### config.mk
export PLATFORM = sky130hd
export DESIGN_NAME = sys_ctrl_rx_cmd
export DESIGN_NICKNAME = d
export VERILOG_FILES = /design/src/rtl/sys_ctrl_rx_cmd.sv
export SDC_FILE = /design/constraint.sdc
export NUM_CORES = 1
export LEC_CHECK = 0
export ABC_AREA = 1
export BUFFER_PORTS_ARGS = -buffer_cell sky130_fd_sc_hd__buf_2
export CORE_MARGIN = 1.5
export CORE_UTILIZATION = 40
export DETAILED_ROUTE_END_ITERATION = 16
export GPL_TIMING_DRIVEN = 0
export PLACE_DENSITY_LB_ADDON = 0.05
export SLEW_MARGIN = 10
export SYNTH_ARGS = -nofsm -noshare
export SYNTH_HDL_FRONTEND = slang
export SYNTH_SLANG_ARGS = --single-unit
### constraint.sdc
create_clock -name clk -period 2.1 [get_ports clk]
set_input_delay 0.42 -clock clk [delete_from_list [all_inputs] [get_ports clk]]
set_output_delay 0.42 -clock clk [all_outputs]
set_load 0.01 [all_outputs]
### src/rtl/sys_ctrl_rx_cmd.sv
// Command-frame decoder behind the UART receiver. It assembles RF write, RF read
// and ALU frames from the byte stream and issues one-cycle strobes to the RF and ALU.
module sys_ctrl_rx_cmd #(
  parameter int DATA_W  = 8,
  parameter int ADDR_W  = 4,
  parameter int FUN_W   = 4,
  parameter int TIMEOUT = 255
) (
  input  logic              clk,
  input  logic              rst,
  input  logic              rx_d_vld,
  input  logic [DATA_W-1:0] rx_p_data,
  output logic              rf_wr_en,
  output logic              rf_rd_en,
  output logic [ADDR_W-1:0] rf_addr,
  output logic [DATA_W-1:0] rf_wr_data,
  output logic              alu_en,
  output logic [FUN_W-1:0]  alu_fun,
  output logic              busy,
  output logic              frame_err
);

  localparam int CNT_W = (TIMEOUT > 2) ? $clog2(TIMEOUT) : 1;
  localparam logic [CNT_W-1:0]  CNT_LAST = CNT_W'(TIMEOUT - 1);
  localparam logic [DATA_W-1:0] CMD_WR   = DATA_W'(8'hAA);
  localparam logic [DATA_W-1:0] CMD_RD   = DATA_W'(8'hBB);
  localparam logic [DATA_W-1:0] CMD_ALU  = DATA_W'(8'hCC);
  localparam logic [DATA_W-1:0] CMD_FUN  = DATA_W'(8'hDD);

  typedef enum logic [2:0] {
    IDLE, WR_ADDR, WR_DATA, RD_ADDR, ALU_A, ALU_B, ALU_FUN
  } state_e;

  state_e             state_q, state_d;
  logic [CNT_W-1:0]   cnt_q, cnt_d;
  logic [ADDR_W-1:0]  hold_addr_q, hold_addr_d;
  logic [ADDR_W-1:0]  addr_q, addr_d;
  logic [DATA_W-1:0]  wdata_q, wdata_d;
  logic [FUN_W-1:0]   fun_q, fun_d;
  logic               wr_q, wr_d, rd_q, rd_d, alu_q, alu_d, err_q, err_d, busy_q;

  // NOTE: every signal assigned here gets a default first, so no path can infer a latch.
  always_comb begin
    state_d     = state_q;
    cnt_d       = cnt_q;
    hold_addr_d = hold_addr_q;
    addr_d      = addr_q;
    wdata_d     = wdata_q;
    fun_d       = fun_q;
    wr_d        = 1'b0;
    rd_d        = 1'b0;
    alu_d       = 1'b0;
    err_d       = 1'b0;

    if (rx_d_vld) begin
      // A byte always beats a timeout expiring in the same cycle.
      cnt_d = '0;
      unique case (state_q)
        IDLE: begin
          if      (rx_p_data == CMD_WR)  state_d = WR_ADDR;
          else if (rx_p_data == CMD_RD)  state_d = RD_ADDR;
          else if (rx_p_data == CMD_ALU) state_d = ALU_A;
          else if (rx_p_data == CMD_FUN) state_d = ALU_FUN;
          else                           err_d   = 1'b1;
        end
        WR_ADDR: begin
          hold_addr_d = rx_p_data[ADDR_W-1:0];
          state_d     = WR_DATA;
        end
        WR_DATA: begin
          wr_d    = 1'b1;
          addr_d  = hold_addr_q;
          wdata_d = rx_p_data;
          state_d = IDLE;
        end
        RD_ADDR: begin
          rd_d    = 1'b1;
          addr_d  = rx_p_data[ADDR_W-1:0];
          state_d = IDLE;
        end
        ALU_A: begin
          wr_d    = 1'b1;
          addr_d  = '0;
          wdata_d = rx_p_data;
          state_d = ALU_B;
        end
        ALU_B: begin
          wr_d    = 1'b1;
          addr_d  = ADDR_W'(1);
          wdata_d = rx_p_data;
          state_d = ALU_FUN;
        end
        ALU_FUN: begin
          alu_d   = 1'b1;
          fun_d   = rx_p_data[FUN_W-1:0];
          state_d = IDLE;
        end
        default: state_d = IDLE;
      endcase
    end else if (state_q != IDLE) begin
      if (cnt_q == CNT_LAST) begin
        err_d   = 1'b1;
        state_d = IDLE;
        cnt_d   = '0;
      end else begin
        cnt_d = cnt_q + CNT_W'(1);
      end
    end
  end

  // NOTE: state is updated with non-blocking assignments so every register sees pre-edge values.
  always_ff @(posedge clk or posedge rst) begin
    if (rst) begin
      state_q     <= IDLE;
      cnt_q       <= '0;
      hold_addr_q <= '0;
      addr_q      <= '0;
      wdata_q     <= '0;
      fun_q       <= '0;
      wr_q        <= 1'b0;
      rd_q        <= 1'b0;
      alu_q       <= 1'b0;
      err_q       <= 1'b0;
      busy_q      <= 1'b0;
    end else begin
      state_q     <= state_d;
      cnt_q       <= cnt_d;
      hold_addr_q <= hold_addr_d;
      addr_q      <= addr_d;
      wdata_q     <= wdata_d;
      fun_q       <= fun_d;
      wr_q        <= wr_d;
      rd_q        <= rd_d;
      alu_q       <= alu_d;
      err_q       <= err_d;
      busy_q      <= (state_d != IDLE);
    end
  end

  assign rf_wr_en   = wr_q;
  assign rf_rd_en   = rd_q;
  assign rf_addr    = addr_q;
  assign rf_wr_data = wdata_q;
  assign alu_en     = alu_q;
  assign alu_fun    = fun_q;
  assign busy       = busy_q;
  assign frame_err  = err_q;

endmodule

==> run summary, run 1 <==
outcome - completed
Mapped Cells - 205
CP Launch Type - flop
die height - 69.1 um
clk_lat worst skew - 0.29 ns
Reg-to-Reg Start - state_q[1]$_DFF_PP0_
area share of the largest cell type after synthesis - 51.6%
worst hold path type - primary input to async pin
period utilization - 76.9%
# setup viols final - 0
crit-path max cell delay - 0.46 ns
PD cells - 1260 mW/mm^2
register area share after synthesis - 51.6%
I/O Pins - 32
Initial Util - 42.7%
TritonCTS clock tree - yes
drt pass-1 iters - 4
maxcap violations - 0
Die Wd - 69.1 um
max frequency - 619 MHz
Root Buffer - clkbuf_8
first-pass GRT wire length - 6110 um
Mean Syn Cell Area - 8.51 sq um
CP Data Required Time - 2.25 ns
DRC viols - 0
Final Critical Period - 1.61 ns
crit-path max FO - 7
crit path DAT - 1.77 ns
largest net degree at the start of global routing - 37
post-synthesis cell type count - 27
CP Cell Sequence - inv_2, ha_1, o21ai_0, nor3_1, a22oi_1, nand3_1
drt wl/cell - 12.0 um
CTS Buf Count - 5
post-CTS setup buffers - 0
GR Overflow Total - 0
num rows - 23
Synth area leaders - dfrtp_1, nand2_1, inv_1
CP Capture Type - flop
Max clock buf depth - 2
routability cong. - 0.801
post_cts resized - 0
Mapped Nets - 220
crit path from - state_q[1]$_DFF_PP0_
# clock sinks - 36
IO Port Bufs - 31
Synth Warn # - 0
Ant. Diodes - 0
RSZ-0062 raised after global routing - no
layout cells sized above 1 - 26.2%
vias in the first global route - 1,339
Post-CTS Hold Fix Bufs - 0
final hold vios - 0
Final ANT Viol Nets - 0
cell area after placement - 0.00196 sq mm
drt via density - 4.85
total negative slack - 0 ns
H-tree levels - 2
via count - 1,426
worst vdd ir - 0.000718 V
cell area after synthesis - 0.00175 sq mm
clock skew - 0.00825 ns
routed wire length - 3530 um
Max transition margin - 50.8%
WP buf/inv - 1
GRT Resource Usage Total - 16.2%
Slew @ Worst Pin - 0.737 ns
Worst Setup Path Type - flop to flop
CP top delay family - compound AO/OA/AOI/OAI gates
post-route cell area - 0.00209 sq mm
synthesized flop and latch total - 36
hpwl dp - 2640 um
largest area contributor in the netlist - dfrtp_1
Slowest-stage cell, CP - dfrtp_1
area delta synth->final - 19.7%
DIE AREA - 0.00477 sq mm
CTS clock-pin slew for the worst setup and hold paths - 0.07 ns
initial antenna violation count - 0
core area - 0.00409 sq mm
LEAKAGE - 1.12 nW
Iteration-0 DRC Markers - 53
nets - 258
Slew Limit Fails - 0
[metal layers]
metal / part of all wire (%) / track usage, %
met4: 1.7 / 7.19
met2: 45 / 25.6
met1: 50 / 21.4
met5: 0 / 0
met3: 3.6 / 3.51
[cells in the mapped netlist (all sizes together)]
master	instances
a31oi	6
nand3	7
buf	1
a22oi	1
ha	4
nor2	17
nand3b	1
nor4	1
a41oi	1
nor3	4
dfrtp	36
xor2	1
and3	1
o21ai	24
inv	31
a21oi	9
nand4	1
nand2	59
[path summary, 6_finish.rpt]
kind	end	slack, ns	cells past startpoint
max	busy$_DFF_PP0_	0.49	6
min	rf_wr_data[7]$_DFFE_PP0P_	0.25	2
max reg2reg	busy$_DFF_PP0_	0.49	6
min reg2reg	rf_wr_data[7]$_DFFE_PP0P_	0.48	2
max in group asynchronous	rf_rd_en$_DFF_PP0_	1.37	2
min in group clk	rf_wr_data[4]$_DFFE_PP0P_	0.38	3
[flip-flops by register name (all words and copies together) (netlist names)]
| register | count |
|---|---|
| cnt_q | 8 |
| rf_rd_en | 1 |
| rf_addr | 4 |
| rf_wr_data | 8 |
| busy | 1 |
| state_q | 3 |
| alu_en | 1 |
| rf_wr_en | 1 |
| hold_addr_q | 4 |
| frame_err | 1 |
| alu_fun | 4 |
[report_power, final]
| group | leakage, nW | switching, mW | total (mW) | internal (mW) |
|---|---|---|---|---|
| clock | 0.0645 | 0.243 | 0.662 | 0.419 |
| sequential | 0.470 | 0.134 | 1.06 | 0.921 |
| combinational | 0.589 | 0.554 | 0.922 | 0.368 |
[cell usage in the layout (no fill, tap or decap), types with 6 or more instances in the layout]
cell type,n
inv_1,24
o21ai_0,9
nand2_1,58
o21ai_2,6
clkbuf_8,7
nor2_1,13
o21ai_1,9
buf_2,31
a31oi_1,6
dfrtp_1,36
inv_2,6
a21oi_1,9
[logic make-up (layout without fill, tap and decap cells)]
family | after synthesis | after routing | synth area share [%]
AND/OR/NAND/NOR | 91 | 91 | 23.7
AO/OA/AOI/OAI | 41 | 41 | 13.8
flip-flops | 36 | 36 | 51.6
buffers and inverters | 32 | 71 | 7.46
adder cells (fa/ha/maj) | 4 | 4 | 2.87
XOR/XNOR | 1 | 1 | 0.502
[per-stage QoR]
stage / instances / utilization (%) / power, mW / worst slack, ns / hold slack (ns)
after floorplan: 205 / - / 1.69 / 0.725 / 0.452
after global placement: 286 / 48.0 / 2.00 / 0.333 / 0.455
after detailed placement: 286 / 48.0 / 2.00 / 0.438 / 0.468
after CTS: 294 / 51.1 / 2.67 / 0.492 / 0.289
after global routing: 294 / 51.1 / 2.85 / 0.360 / 0.318
final: 294 / 51.1 / 2.64 / 0.485 / 0.251
[cell type report]
class,count,area (sq um)
plain buffers,1,11.3
clock inverters,1,30.0
fillers,388,2000
well taps,50,62.6
clock buffers,7,96.3
repair buffers,31,155
multi-input cells,137,714
inverters,31,119
flip-flops and latches,36,901
Note: power is estimated with default switching activity, not from simulation.
==> run 2, diff against run 1 <==
==> constraint.sdc (replaced) <==
create_clock -name clk -period 1.7 [get_ports clk]
set_input_delay 0.34 -clock clk [delete_from_list [all_inputs] [get_ports clk]]
set_output_delay 0.34 -clock clk [all_outputs]
set_load 0.01 [all_outputs]
==> run summary, run 2 (synthesized netlist as in run 1, its figures left out) <==
Final Critical Period - 1.55 ns
GR Overflow Total - 0
Max transition margin - 50.8%
DRC viols - 0
num rows - 23
crit path from - state_q[1]$_DFF_PP0_
DIE AREA - 0.00477 sq mm
# clock sinks - 36
final hold vios - 0
Post-CTS Hold Fix Bufs - 0
# setup viols final - 0
vias in the first global route - 1,339
first-pass GRT wire length - 6110 um
clock skew - 0.00825 ns
Iteration-0 DRC Markers - 53
crit-path max FO - 7
drt pass-1 iters - 4
power share of the clock group - 25.1%
area delta synth->final - 19.7%
Pint - 2.11 mW
period utilization - 91.4%
IO Port Bufs - 31
core area - 0.00409 sq mm
Pwr Total - 3.26 mW
worst vdd ir - 0.000887 V
TritonCTS clock tree - yes
Psw - 1.15 mW
post-CTS setup buffers - 0
RSZ-0062 raised after global routing - no
Reg-to-Reg Start - state_q[1]$_DFF_PP0_
Max clock buf depth - 2
die height - 69.1 um
CP Launch Type - flop
routability cong. - 0.801
I/O Pins - 32
CP Cell Sequence - inv_2, ha_1, o21ai_1, nor3_1, a22oi_1, nand3_1
CP Data Required Time - 1.85 ns
commonest non-fill, non-tap cell in the layout - nand2_1
hpwl dp - 2640 um
Final ANT Viol Nets - 0
Comb power frac - 35.0%
Slew @ Worst Pin - 0.737 ns
GRT Resource Usage Total - 16.2%
Ant. Diodes - 0
crit path DAT - 1.71 ns
Slew Limit Fails - 0
Initial Util - 42.7%
CTS Buf Count - 5
via count - 1,426
PD cells - 1560 mW/mm^2
total negative slack - 0 ns
Worst Setup Path Type - flop to flop
Die Wd - 69.1 um
CP Capture Type - flop
outcome - completed
Root Buffer - clkbuf_8
Flop pwr share - 39.9%
CTS clock-pin slew for the worst setup and hold paths - 0.07 ns
LEAKAGE - 1.12 nW
crit-path max cell delay - 0.46 ns
max frequency - 643 MHz
commonest non-fill, non-tap cells in the layout - nand2_1, dfrtp_1, buf_2
worst hold path type - primary input to async pin
drt via density - 4.85
H-tree levels - 2
WHS - 0.171 ns
maxcap violations - 0
Net Sw Frac - 35.3%
initial antenna violation count - 0
largest net degree at the start of global routing - 37
layout cells sized above 1 - 26.2%
clk_lat worst skew - 0.29 ns
Slowest-stage cell, CP - dfrtp_1
routed wire length - 3530 um
drt wl/cell - 12.0 um
nets - 258
==> run 2: cell counts in the layout (fill, tap and decap cells not counted) <==
Identical to the previous run, type by type.
==> run 2: cell type report <==
cell class              count  area [sq um]
plain buffers               1          11.3
clock buffers               7          96.3
clock inverters             1          30.0
fillers                   388          2000
inverters                  31           119
multi-input cells         137           714
flip-flops and latches     36           901
well taps                  50          62.6
repair buffers             31           155
==> run 2: timing repair <==
| action | in CTS | in global routing |
|---|---|---|
| gates resized for setup | 0 | 1 |
| setup endpoints to repair | 0 | 1 |
| hold endpoints to repair | 0 | 0 |
==> run 2: path summary, 6_finish.rpt <==
check                                       endpoint  slack [ns]  depth (start not counted)
max in group asynchronous         rf_rd_en$_DFF_PP0_        1.05                          2
setup / recovery                      busy$_DFF_PP0_        0.15                          6
hold reg to reg            rf_wr_data[7]$_DFFE_PP0P_        0.48                          2
setup reg to reg                      busy$_DFF_PP0_        0.15                          6
min in group clk           rf_wr_data[4]$_DFFE_PP0P_        0.30                          3
hold / removal             rf_wr_data[7]$_DFFE_PP0P_        0.17                          2
==> run 2: power by group through the flow <==
stage	logic [mW]	clock network (mW)	registers [mW]
after floorplan	0.685	0	1.40
after global placement	1.15	0	1.32
after detailed placement	1.15	0	1.32
after CTS	1.16	0.834	1.31
after global routing	1.31	0.871	1.34
final	1.14	0.818	1.30
==> run 2: worst max-delay path, delay by kind of cell (launching register included) <==
kind	cells	cell delay (ns)
AO/OA/AOI/OAI	2	0.41
adder cells (fa/ha/maj)	1	0.26
buffers and inverters	1	0.12
flip-flops	1	0.46
AND/OR/NAND/NOR	2	0.17
==> run 2: stage by stage <==
step / util (%) / cells / setup WS (ns) / area, sq um
floorplan: - / 205 / 0.325 / 1750
global placement: 48.0 / 286 / 0.0129 / 1960
detailed placement: 48.0 / 286 / 0.118 / 1960
CTS: 51.1 / 294 / 0.0918 / 2090
global route: 51.1 / 294 / 0.0398 / 2090
finish: 51.1 / 294 / 0.146 / 2090
==> run 2: routing by layer <==
metal / up-vias / wire, um / GRT usage [%]
met3: 5 / 126 / 3.51
met2: 29 / 1580 / 25.6
met5: - / 0 / 0
li1: 738 / - / -
met4: 0 / 60 / 7.19
met1: 654 / 1770 / 21.4
